<file path="config.mk">
export PLATFORM = sky130hd
export DESIGN_NAME = power_domain_sequencer_flat
export DESIGN_NICKNAME = d
export VERILOG_FILES = /design/src/rtl/power_seq_pkg.sv /design/src/rtl/power_domain_sequencer_if.sv /design/src/rtl/power_seq_ack_sync.sv /design/src/rtl/power_domain_sequencer.sv /design/src/flat_wrapper.sv
export SDC_FILE = /design/constraint.sdc
export NUM_CORES = 1
export LEC_CHECK = 0
export ABC_CLOCK_PERIOD_IN_PS = 2000
export CAP_MARGIN = 0
export CORE_ASPECT_RATIO = 0.7
export CORE_MARGIN = 4
export CORE_UTILIZATION = 51
export CTS_CLUSTER_SIZE = 28
export DETAILED_ROUTE_END_ITERATION = 10
export PLACE_DENSITY = 0.74
export SLEW_MARGIN = 20
export SYNTH_ARGS = -nofsm -noshare
export SYNTH_HDL_FRONTEND = slang
export SYNTH_SLANG_ARGS = --single-unit
</file>
<file path="constraint.sdc">
create_clock -name clk_i -period 2 [get_ports clk_i]
set_input_delay 0.5 -clock clk_i [delete_from_list [all_inputs] [get_ports clk_i]]
set_output_delay 0.5 -clock clk_i [all_outputs]
set_load 0.02 [all_outputs]
</file>
<file path="src/rtl/power_seq_pkg.sv">
// Shared types for the power-domain sequencer: FSM state encoding and the
// per-state levels of the four domain control nets.
package power_seq_pkg;

    typedef enum logic [3:0] {
        ST_ON,
        ST_D_CLK,
        ST_D_ISO,
        ST_D_RST,
        ST_D_SW,
        ST_D_ACK,
        ST_OFF,
        ST_U_SW,
        ST_U_ACK,
        ST_U_RST,
        ST_U_ISO,
        ST_U_CLK
    } pwr_seq_state_e;

    // All four nets are active-low: 1 means released/powered.
    typedef struct packed {
        logic sw;
        logic iso;
        logic rst;
        logic clkgate;
    } pwr_ctrl_t;

    localparam pwr_ctrl_t CTRL_ALL_ON    = 4'b1111;
    localparam pwr_ctrl_t CTRL_CLK_GATED = 4'b1110;
    localparam pwr_ctrl_t CTRL_ISOLATED  = 4'b1100;
    localparam pwr_ctrl_t CTRL_IN_RESET  = 4'b1000;
    localparam pwr_ctrl_t CTRL_ALL_OFF   = 4'b0000;

    function automatic pwr_ctrl_t ctrl_for_state(pwr_seq_state_e s);
        pwr_ctrl_t c;
        c = CTRL_ALL_ON;
        unique case (s)
            ST_ON:                    c = CTRL_ALL_ON;
            ST_D_CLK:                 c = CTRL_CLK_GATED;
            ST_D_ISO:                 c = CTRL_ISOLATED;
            ST_D_RST:                 c = CTRL_IN_RESET;
            ST_D_SW, ST_D_ACK, ST_OFF: c = CTRL_ALL_OFF;
            ST_U_SW, ST_U_ACK:        c = CTRL_IN_RESET;
            ST_U_RST:                 c = CTRL_ISOLATED;
            ST_U_ISO:                 c = CTRL_CLK_GATED;
            ST_U_CLK:                 c = CTRL_ALL_ON;
            default:                  c = CTRL_ALL_ON;
        endcase
        return c;
    endfunction

endpackage

</file>
<file path="src/rtl/power_domain_sequencer_if.sv">
// Request handshake and status bundle between the power-control registers
// (master) and one domain sequencer (slave).
interface power_domain_sequencer_if;
    logic req_valid;
    logic req_on;
    logic req_ready;
    logic on;
    logic busy;
    logic done;
    logic err;

    modport master (
        output req_valid, req_on,
        input  req_ready, on, busy, done, err
    );

    modport slave (
        input  req_valid, req_on,
        output req_ready, on, busy, done, err
    );
endinterface

</file>
<file path="src/rtl/power_seq_ack_sync.sv">
// Two-flop synchronizer for the switch-cell acknowledge, which arrives
// asynchronously to the sequencer clock.
module power_seq_ack_sync (
    input  logic clk_i,
    input  logic rst_i,
    input  logic d_i,
    output logic q_o
);
    logic meta_q;
    logic sync_q;

    // NOTE: sequential state is written with non-blocking assignments so both
    // stages sample the pre-edge values and the chain really is two flops deep.
    always_ff @(posedge clk_i or posedge rst_i) begin
        if (rst_i) begin
            meta_q <= 1'b0;
            sync_q <= 1'b0;
        end else begin
            meta_q <= d_i;
            sync_q <= meta_q;
        end
    end

    assign q_o = sync_q;
endmodule

</file>
<file path="src/rtl/power_domain_sequencer.sv">
// Orders clock gate, isolation, reset and power switch of one gated domain on
// power-down, reverses them on power-up, and bounds the wait for the switch ack.
module power_domain_sequencer
    import power_seq_pkg::*;
#(
    parameter int unsigned STEP_CYCLES = 2,
    parameter int unsigned ACK_TIMEOUT = 64
) (
    input  logic                      clk_i,
    input  logic                      rst_i,
    power_domain_sequencer_if.slave   req_if,
    input  logic                      switch_ack_ni,
    output logic                      switch_no,
    output logic                      iso_no,
    output logic                      rst_no,
    output logic                      clkgate_en_no
);
    localparam int unsigned CNT_MAX = (STEP_CYCLES > ACK_TIMEOUT) ? STEP_CYCLES : ACK_TIMEOUT;
    localparam int          CNT_W   = $clog2(CNT_MAX) + 1;
    localparam logic [CNT_W-1:0] STEP_LAST = CNT_W'(STEP_CYCLES - 1);
    localparam logic [CNT_W-1:0] TMO_LAST  = CNT_W'(ACK_TIMEOUT - 1);

    pwr_seq_state_e   state_q, state_d;
    logic [CNT_W-1:0] step_cnt_q, step_cnt_d;
    logic [CNT_W-1:0] tmo_cnt_q, tmo_cnt_d;
    pwr_ctrl_t        ctrl_q, ctrl_d;
    logic             ready_q, ready_d;
    logic             on_q, on_d;
    logic             busy_q, busy_d;
    logic             done_q, done_d;
    logic             err_q, err_d;
    logic             ack_sync;
    logic             accept;
    logic             step_done;
    logic             in_ack_wait;

    power_seq_ack_sync u_ack_sync (
        .clk_i (clk_i),
        .rst_i (rst_i),
        .d_i   (switch_ack_ni),
        .q_o   (ack_sync)
    );

    assign accept      = req_if.req_valid && ready_q;
    assign step_done   = (step_cnt_q == STEP_LAST);
    assign in_ack_wait = (state_q == ST_D_ACK) || (state_q == ST_U_ACK);

    // NOTE: every always_comb output gets a default first, so no path through
    // the case statement can leave a signal unassigned and infer a latch.
    always_comb begin
        state_d = state_q;
        done_d  = 1'b0;
        err_d   = err_q;

        unique case (state_q)
            ST_ON: if (accept) begin
                err_d = 1'b0;
                if (req_if.req_on) done_d  = 1'b1;
                else               state_d = ST_D_CLK;
            end
            ST_OFF: if (accept) begin
                err_d = 1'b0;
                if (req_if.req_on) state_d = ST_U_SW;
                else               done_d  = 1'b1;
            end
            ST_D_CLK: if (step_done) state_d = ST_D_ISO;
            ST_D_ISO: if (step_done) state_d = ST_D_RST;
            ST_D_RST: if (step_done) state_d = ST_D_SW;
            ST_D_SW:  if (step_done) state_d = ST_D_ACK;
            ST_D_ACK: begin
                if (ack_sync) begin
                    state_d = ST_OFF;
                end else if (tmo_cnt_q == TMO_LAST) begin
                    state_d = ST_OFF;
                    err_d   = 1'b1;
                end
            end
            ST_U_SW:  if (step_done) state_d = ST_U_ACK;
            ST_U_ACK: begin
                if (!ack_sync) begin
                    state_d = ST_U_RST;
                end else if (tmo_cnt_q == TMO_LAST) begin
                    state_d = ST_U_RST;
                    err_d   = 1'b1;
                end
            end
            ST_U_RST: if (step_done) state_d = ST_U_ISO;
            ST_U_ISO: if (step_done) state_d = ST_U_CLK;
            ST_U_CLK: if (step_done) state_d = ST_ON;
            default:  state_d = ST_ON;
        endcase

        // Completion pulse for the first cycle in a stable state after a sequence.
        if ((state_d != state_q) && (state_d == ST_ON || state_d == ST_OFF)) begin
            done_d = 1'b1;
        end

        // Both counters restart on every state change and saturate instead of wrapping.
        step_cnt_d = step_cnt_q;
        tmo_cnt_d  = tmo_cnt_q;
        if (state_d != state_q) begin
            step_cnt_d = '0;
            tmo_cnt_d  = '0;
        end else begin
            if (step_cnt_q != STEP_LAST)              step_cnt_d = step_cnt_q + CNT_W'(1);
            if (in_ack_wait && tmo_cnt_q != TMO_LAST) tmo_cnt_d  = tmo_cnt_q + CNT_W'(1);
        end

        // Outputs are registered from the next state so they change with it.
        ctrl_d  = ctrl_for_state(state_d);
        ready_d = (state_d == ST_ON) || (state_d == ST_OFF);
        on_d    = (state_d == ST_ON);
        busy_d  = !ready_d;
    end

    always_ff @(posedge clk_i or posedge rst_i) begin
        if (rst_i) begin
            state_q    <= ST_ON;
            step_cnt_q <= '0;
            tmo_cnt_q  <= '0;
            ctrl_q     <= CTRL_ALL_ON;
            ready_q    <= 1'b1;
            on_q       <= 1'b1;
            busy_q     <= 1'b0;
            done_q     <= 1'b0;
            err_q      <= 1'b0;
        end else begin
            state_q    <= state_d;
            step_cnt_q <= step_cnt_d;
            tmo_cnt_q  <= tmo_cnt_d;
            ctrl_q     <= ctrl_d;
            ready_q    <= ready_d;
            on_q       <= on_d;
            busy_q     <= busy_d;
            done_q     <= done_d;
            err_q      <= err_d;
        end
    end

    assign switch_no      = ctrl_q.sw;
    assign iso_no         = ctrl_q.iso;
    assign rst_no         = ctrl_q.rst;
    assign clkgate_en_no  = ctrl_q.clkgate;
    assign req_if.req_ready = ready_q;
    assign req_if.on        = on_q;
    assign req_if.busy      = busy_q;
    assign req_if.done      = done_q;
    assign req_if.err       = err_q;
endmodule

</file>
<file path="src/flat_wrapper.sv">
// flat-port wrapper written by rule: the top's interface ports become plain ports
module power_domain_sequencer_flat import power_seq_pkg::*;
#(
    parameter int unsigned STEP_CYCLES = 2,
    parameter int unsigned ACK_TIMEOUT = 64
)
  (clk_i, rst_i, switch_ack_ni, switch_no, iso_no, rst_no, clkgate_en_no, req_if_req_valid, req_if_req_on, req_if_req_ready, req_if_on, req_if_busy, req_if_done, req_if_err);
  power_domain_sequencer_if req_if_i ();
  input  logic clk_i;
  input  logic rst_i;
  input  logic switch_ack_ni;
  output logic switch_no;
  output logic iso_no;
  output logic rst_no;
  output logic clkgate_en_no;
  input wire logic [$bits(req_if_i.req_valid)-1:0] req_if_req_valid;
  input wire logic [$bits(req_if_i.req_on)-1:0] req_if_req_on;
  output wire logic [$bits(req_if_i.req_ready)-1:0] req_if_req_ready;
  output wire logic [$bits(req_if_i.on)-1:0] req_if_on;
  output wire logic [$bits(req_if_i.busy)-1:0] req_if_busy;
  output wire logic [$bits(req_if_i.done)-1:0] req_if_done;
  output wire logic [$bits(req_if_i.err)-1:0] req_if_err;
  assign req_if_i.req_valid = req_if_req_valid;
  assign req_if_i.req_on = req_if_req_on;
  assign req_if_req_ready = req_if_i.req_ready;
  assign req_if_on = req_if_i.on;
  assign req_if_busy = req_if_i.busy;
  assign req_if_done = req_if_i.done;
  assign req_if_err = req_if_i.err;
  power_domain_sequencer #(.STEP_CYCLES(STEP_CYCLES), .ACK_TIMEOUT(ACK_TIMEOUT)) u_core (.clk_i(clk_i), .rst_i(rst_i), .req_if(req_if_i), .switch_ack_ni(switch_ack_ni), .switch_no(switch_no), .iso_no(iso_no), .rst_no(rst_no), .clkgate_en_no(clkgate_en_no));
endmodule
</file>
==> metrics.csv, run 1 <==
metric,value,unit
status,completed,
fin_worst_skew,4.19,ps
fp.dieH,55.9,µm
yosysWarnings,0,
worstMarginPinSlew,379,ps
yosysTopAreaCell,dfrtp_1,
dp_cells,235,
wl_per_cell,15.7,µm
synth_flop_cell,dfrtp_1,
syn_area,1670,µm²
cp_top_family,buffers and inverters,
drt_wl_total,3850,µm
fin_crit,1960,ps
dieWidth,76.5,µm
start_kind,register,
drc,0,
fin_cells,245,
cp_data_required_time,1500,ps
syn_nets,181,
grt_max_degree,30,
synthCells,173,
synth.area.top_cells,"dfrtp_1 34%, dfstp_2 9.4%, nor2_1 5.2%, xnor2_1 3.7%, nand2_1 3.4%",
gp_congestion,0.924,
hpwlAfterDp,2790,µm
crit_slowest_cell,clkdlybuf4s50_1,
max_clock_freq,0.511,GHz
grt_util_all_layers,20.0,%
slew_headroom,74.6,%
cts.reportedPaths.clkPinSlew,60,ps
tns,0,ps
synth_enable_flop_cells,0,
max-vdd-ir-drop,0.653,mV
power.density,1500,nW/µm²
slowest_delay,610,ps
cellLeakagePower,0.000893,µW
io_buffers,13,
grt_pass1_vias,1327,
fin_util,66.7,%
setup_viol,0,
maxSlewViolCount,0,
synth_top_cell_area_share,34.4,%
synth_cell_types,49,
dr.pass1.iters,5,
fin_crit_sh,97.9,%
antenna_cells,0,
reg.largest.list,"u_core.step_cnt_q: 7 flops, u_core.tmo_cnt_q: 7 flops, u_core.state_q: 4 flops",
finalHoldViolCount,0,
fin_nets,214,
cts_tree,done,
arrival,1460,ps
start_util,53.1,%
row_count,17,
core_area,3150,µm²
critPathKind,register to output pin,
drv_cap,0,
synth-async-reset-ratio,100,%
final_antenna_net_count,0,
cts_buffers,5,
ios,14,
ys_ff_latch,29,
critPathBufInv,1,
clock_latency,280,ps
die-area,4270,µm²
grt_pass1_wl,6590,µm
crit_path_end_kind,output pin,
syn_to_final_growth,25.4,%
first_iter_violations,146,
hold_path_class,register to register,
path_cells,clkdlybuf4s50_1,
grt-ovfl-total,0,
drive_above_1_share,28.0,%
htree_levels,2,
rsz0062_at_grt,false,
grt_antenna_before_repair,0,
p_total,3150,µW
viasPerCell,5.67,
clock_path_buffers,2,
synth.avg_cell_area,9.67,µm²
routed-via-count,1388,
seq_area_frac_synth,43.8,%
critPathMaxFanout,4,
cts_root_buf,clkbuf_8,
cts_sinks,29,
[metrics by stage]
stage	hold slack, ps	setup WS, ps	cell area [µm²]
floorplan	331	19.5	1670
global placement	338	-169	1950
detailed placement	345	-219	1950
CTS	359	29.5	2050
global route	379	3.78	2100
finish	356	41.4	2100
[cells in the final DEF, fill, tap and decap left out, drive strengths merged, types with 3 or more instances in the layout]
master	count
nor2	24
dfrtp	23
buf	21
nand2	15
clkdlybuf4s50	13
o21ai	11
inv	8
xnor2	7
nand3	7
a21oi	7
dfstp	6
xor2	5
clkbuf	5
nand4	5
nor2b	4
o22ai	4
and3	3
nor3	3
a31oi	3
ha	3
a211oi	3
[Yosys cell counts (4+ instances only)]
cell	instances
nor2b_1	4
nand4_1	4
clkbuf_1	4
a21oi_1	6
dfrtp_1	23
inv_1	8
dfstp_2	6
xnor2_1	7
nand3_1	7
nor2_1	23
o21ai_0	9
nand2_1	15
xor2_1	5
[routing by layer]
| layer | track usage [%] | vias to the layer above | share of wire (%) |
|---|---|---|---|
| met3 | 6.15 | 5 | 5.9 |
| met4 | 5.43 | 0 | 1.2 |
| met1 | 27.9 | 663 | 50 |
| met2 | 30.2 | 41 | 43 |
| li1 | - | 679 | - |
| met5 | 0 | - | 0 |
[final cells by class]
cell class / count / area [µm²]
Tap cell: 38 / 47.5
Fill cell: 233 / 1050
Timing Repair Buffer: 34 / 300
Clock inverter: 3 / 17.5
Multi-Input combinational cell: 128 / 900
Clock buffer: 5 / 68.8
Inverter: 8 / 30.0
Sequential cell: 29 / 734
[worst paths after layout]
| kind | start | end | slack, ps | cells past startpoint |
|---|---|---|---|---|
| max in group asynchronous | rst_i | u_core.iso_no$_DFF_PP1_ | 1110 | 3 |
| min | u_core.u_ack_sync.meta_q$_DFF_PP0_ | u_core.u_ack_sync.q_o$_DFF_PP0_ | 360 | 0 |
| min in group asynchronous | rst_i | u_core.step_cnt_q[3]$_DFFE_PP0P_ | 580 | 3 |
| min reg2reg | u_core.u_ack_sync.meta_q$_DFF_PP0_ | u_core.u_ack_sync.q_o$_DFF_PP0_ | 360 | 0 |
| max reg2reg | u_core.step_cnt_q[3]$_DFFE_PP0P_ | u_core.iso_no$_DFF_PP1_ | 120 | 7 |
| max | u_core.req_if.req_ready$_DFF_PP1_ | req_if_req_ready | 40 | 1 |
[power breakdown]
group	internal [µW]	leakage, µW	switching (µW)
clock network	239	0.0000439	234
registers	783	0.000366	125
logic	797	0.000483	967
total	1820	0.000893	1330
[cells by family (layout without fill, tap and decap cells)]
| kind of cell | count (synthesis) | in the layout | synth area share, % |
|---|---|---|---|
| xor+xnor | 12 | 12 | 6.28 |
| simple gates | 72 | 72 | 23.2 |
| fa+ha+maj | 3 | 3 | 2.24 |
| flops | 29 | 29 | 43.8 |
| mux | 2 | 2 | 1.20 |
| buf+inv | 16 | 50 | 4.94 |
| compound gates | 39 | 39 | 18.3 |
[what timing repair did]
| item | 4_1_cts | 5_1_grt |
|---|---|---|
| gates resized for setup | 3 | 8 |
| setup buffers | 0 | 2 |
| setup endpoints to repair | 2 | 18 |
| hold buffers | 0 | 0 |
| pin swaps | 0 | 3 |
| hold endpoints to repair | 0 | 0 |
(Power assumes the default switching activity.)
==> inputs of run 2 (changes only) <==
- REMOVE_ABC_BUFFERS: unset -> 1
==> run 2 against run 1 <==
Fmax down 0.29%. Largest power group unchanged. Clock-buffer cell count unchanged. Combinational power decreased by 6%. Critical path type is now primary input to register.
==> metrics.csv, run 2 (synthesis gave the netlist of run 1 again) <==
metric,value,unit
grt_antenna_before_repair,0,
start_util,53.1,%
fin_crit_sh,98.2,%
core_area,3150,µm²
syn_to_final_growth,25.7,%
crit_path_end_kind,register,
grt-ovfl-total,0,
rrSetupSlack,60,ps
critPathKind,primary input to register,
hold_buffers,0,
row_count,17,
fin_crit,1960,ps
final_area,2100,µm²
first_iter_violations,117,
fin_cells,247,
setup.worst_path.start,req_if_req_on,
cts_tree,done,
drv_cap,0,
htree_levels,2,
crit_slowest_cell,clkdlybuf4s50_1,
wl_per_cell,16.1,µm
status,completed,
critPathBufInv,2,
finalHoldViolCount,0,
max_clock_freq,0.509,GHz
clock_latency,290,ps
worstMarginPinSlew,410,ps
cts_sinks,29,
power.density,1470,nW/µm²
cellLeakagePower,0.000903,µW
fill_cells,263,
cts_buffers,5,
antenna_cells,0,
ios,14,
grt_util_all_layers,20.1,%
start_kind,primary input,
min_from,u_core.u_ack_sync.meta_q$_DFF_PP0_,
cp_data_required_time,2210,ps
cts_root_buf,clkbuf_8,
setup_viol,0,
fin_nets,216,
multi_input_area,887,µm²
dieWidth,76.5,µm
fp.dieH,55.9,µm
fin_worst_skew,6.06,ps
rr_startpoint,u_core.tmo_cnt_q[1]$_DFFE_PP0P_,
reg.largest.list,"u_core.step_cnt_q: 7 flops, u_core.tmo_cnt_q: 7 flops, u_core.state_q: 4 flops",
rsz0062_at_grt,true,
clock_path_buffers,2,
maxSlewViolCount,0,
grt_pass1_vias,1431,
regArea,736,µm²
hold_path_class,register to register,
drc,0,
tns,0,ps
drt_wl_total,3970,µm
slew_headroom,72.6,%
cp_top_family,simple AND/OR/NAND/NOR gates,
drive_above_1_share,28.2,%
cts.reportedPaths.clkPinSlew,70,ps
routed-via-count,1478,
die-area,4270,µm²
path_cells,"clkdlybuf4s50_1, or3_1, a21o_1, o211ai_2, buf_4, a211oi_4, and3_1, nor3_2",
slowest_delay,450,ps
critPathMaxFanout,5,
dr.pass1.iters,4,
place_area,1950,µm²
viasPerCell,5.98,
final_common_cell,nor2_1,
io_buffers,13,
arrival,2180,ps
final_cell_mix,"23 x nor2_1, 22 x buf_4, 21 x dfrtp_1",
max-vdd-ir-drop,0.757,mV
final_antenna_net_count,0,
grt_pass1_wl,6640,µm
grt_max_degree,30,
gp_congestion,0.963,
hpwlAfterDp,2880,µm
dp_cells,235,
==> run 2: metal layers <==
layer	vias up	global-route usage (%)	wire [µm]
met3	10	7.93	366
met2	71	29.9	1780
li1	683	-	-
met5	-	0	0
met1	714	26.2	1730
met4	0	8.01	95
==> run 2: stage by stage <==
stage	worst slack (ps)	total power, µW	utilization [%]	hold WS, ps
floorplan	-27.2	1860	-	331
global placement	-174	2450	62.0	345
detailed placement	-252	2510	62.0	337
CTS	0.0460	2990	64.8	362
global route	-50.5	3300	66.8	373
finish	35.7	3090	66.8	359
==> run 2: final timing paths <==
check,to,depth (start not counted)
worst max-delay path,u_core.iso_no$_DFF_PP1_,8
worst min-delay path,u_core.u_ack_sync.q_o$_DFF_PP0_,0
worst max register to register,u_core.req_if.done$_DFF_PP0_,8
worst min register to register,u_core.u_ack_sync.q_o$_DFF_PP0_,0
max in group asynchronous,u_core.req_if.req_ready$_DFF_PP1_,3
min in group asynchronous,u_core.state_q[1]$_DFF_PP0_,3
==> run 2: repair_timing <==
| item | in CTS | in global routing |
|---|---|---|
| setup buffers | 0 | 4 |
| gates resized for setup | 0 | 9 |
| setup endpoints to repair | 0 | 19 |
==> run 2: final cells by class <==
| cell class | instances | share of cell area [%] |
|---|---|---|
| clock buffers | 5 | 3.27 |
| clock inverters | 3 | 0.833 |
| inverters | 8 | 1.43 |
| multi-input cells | 128 | 42.2 |
| flip-flops and latches | 29 | 35.0 |
| well taps | 38 | 2.26 |
| repair buffers | 36 | 15.0 |
==> run 2: power breakdown <==
part | internal [µW] | total [µW] | switching [µW]
registers | 785 | 967 | 182
clock network | 239 | 469 | 230
logic | 777 | 1660 | 882
total | 1800 | 3090 | 1290
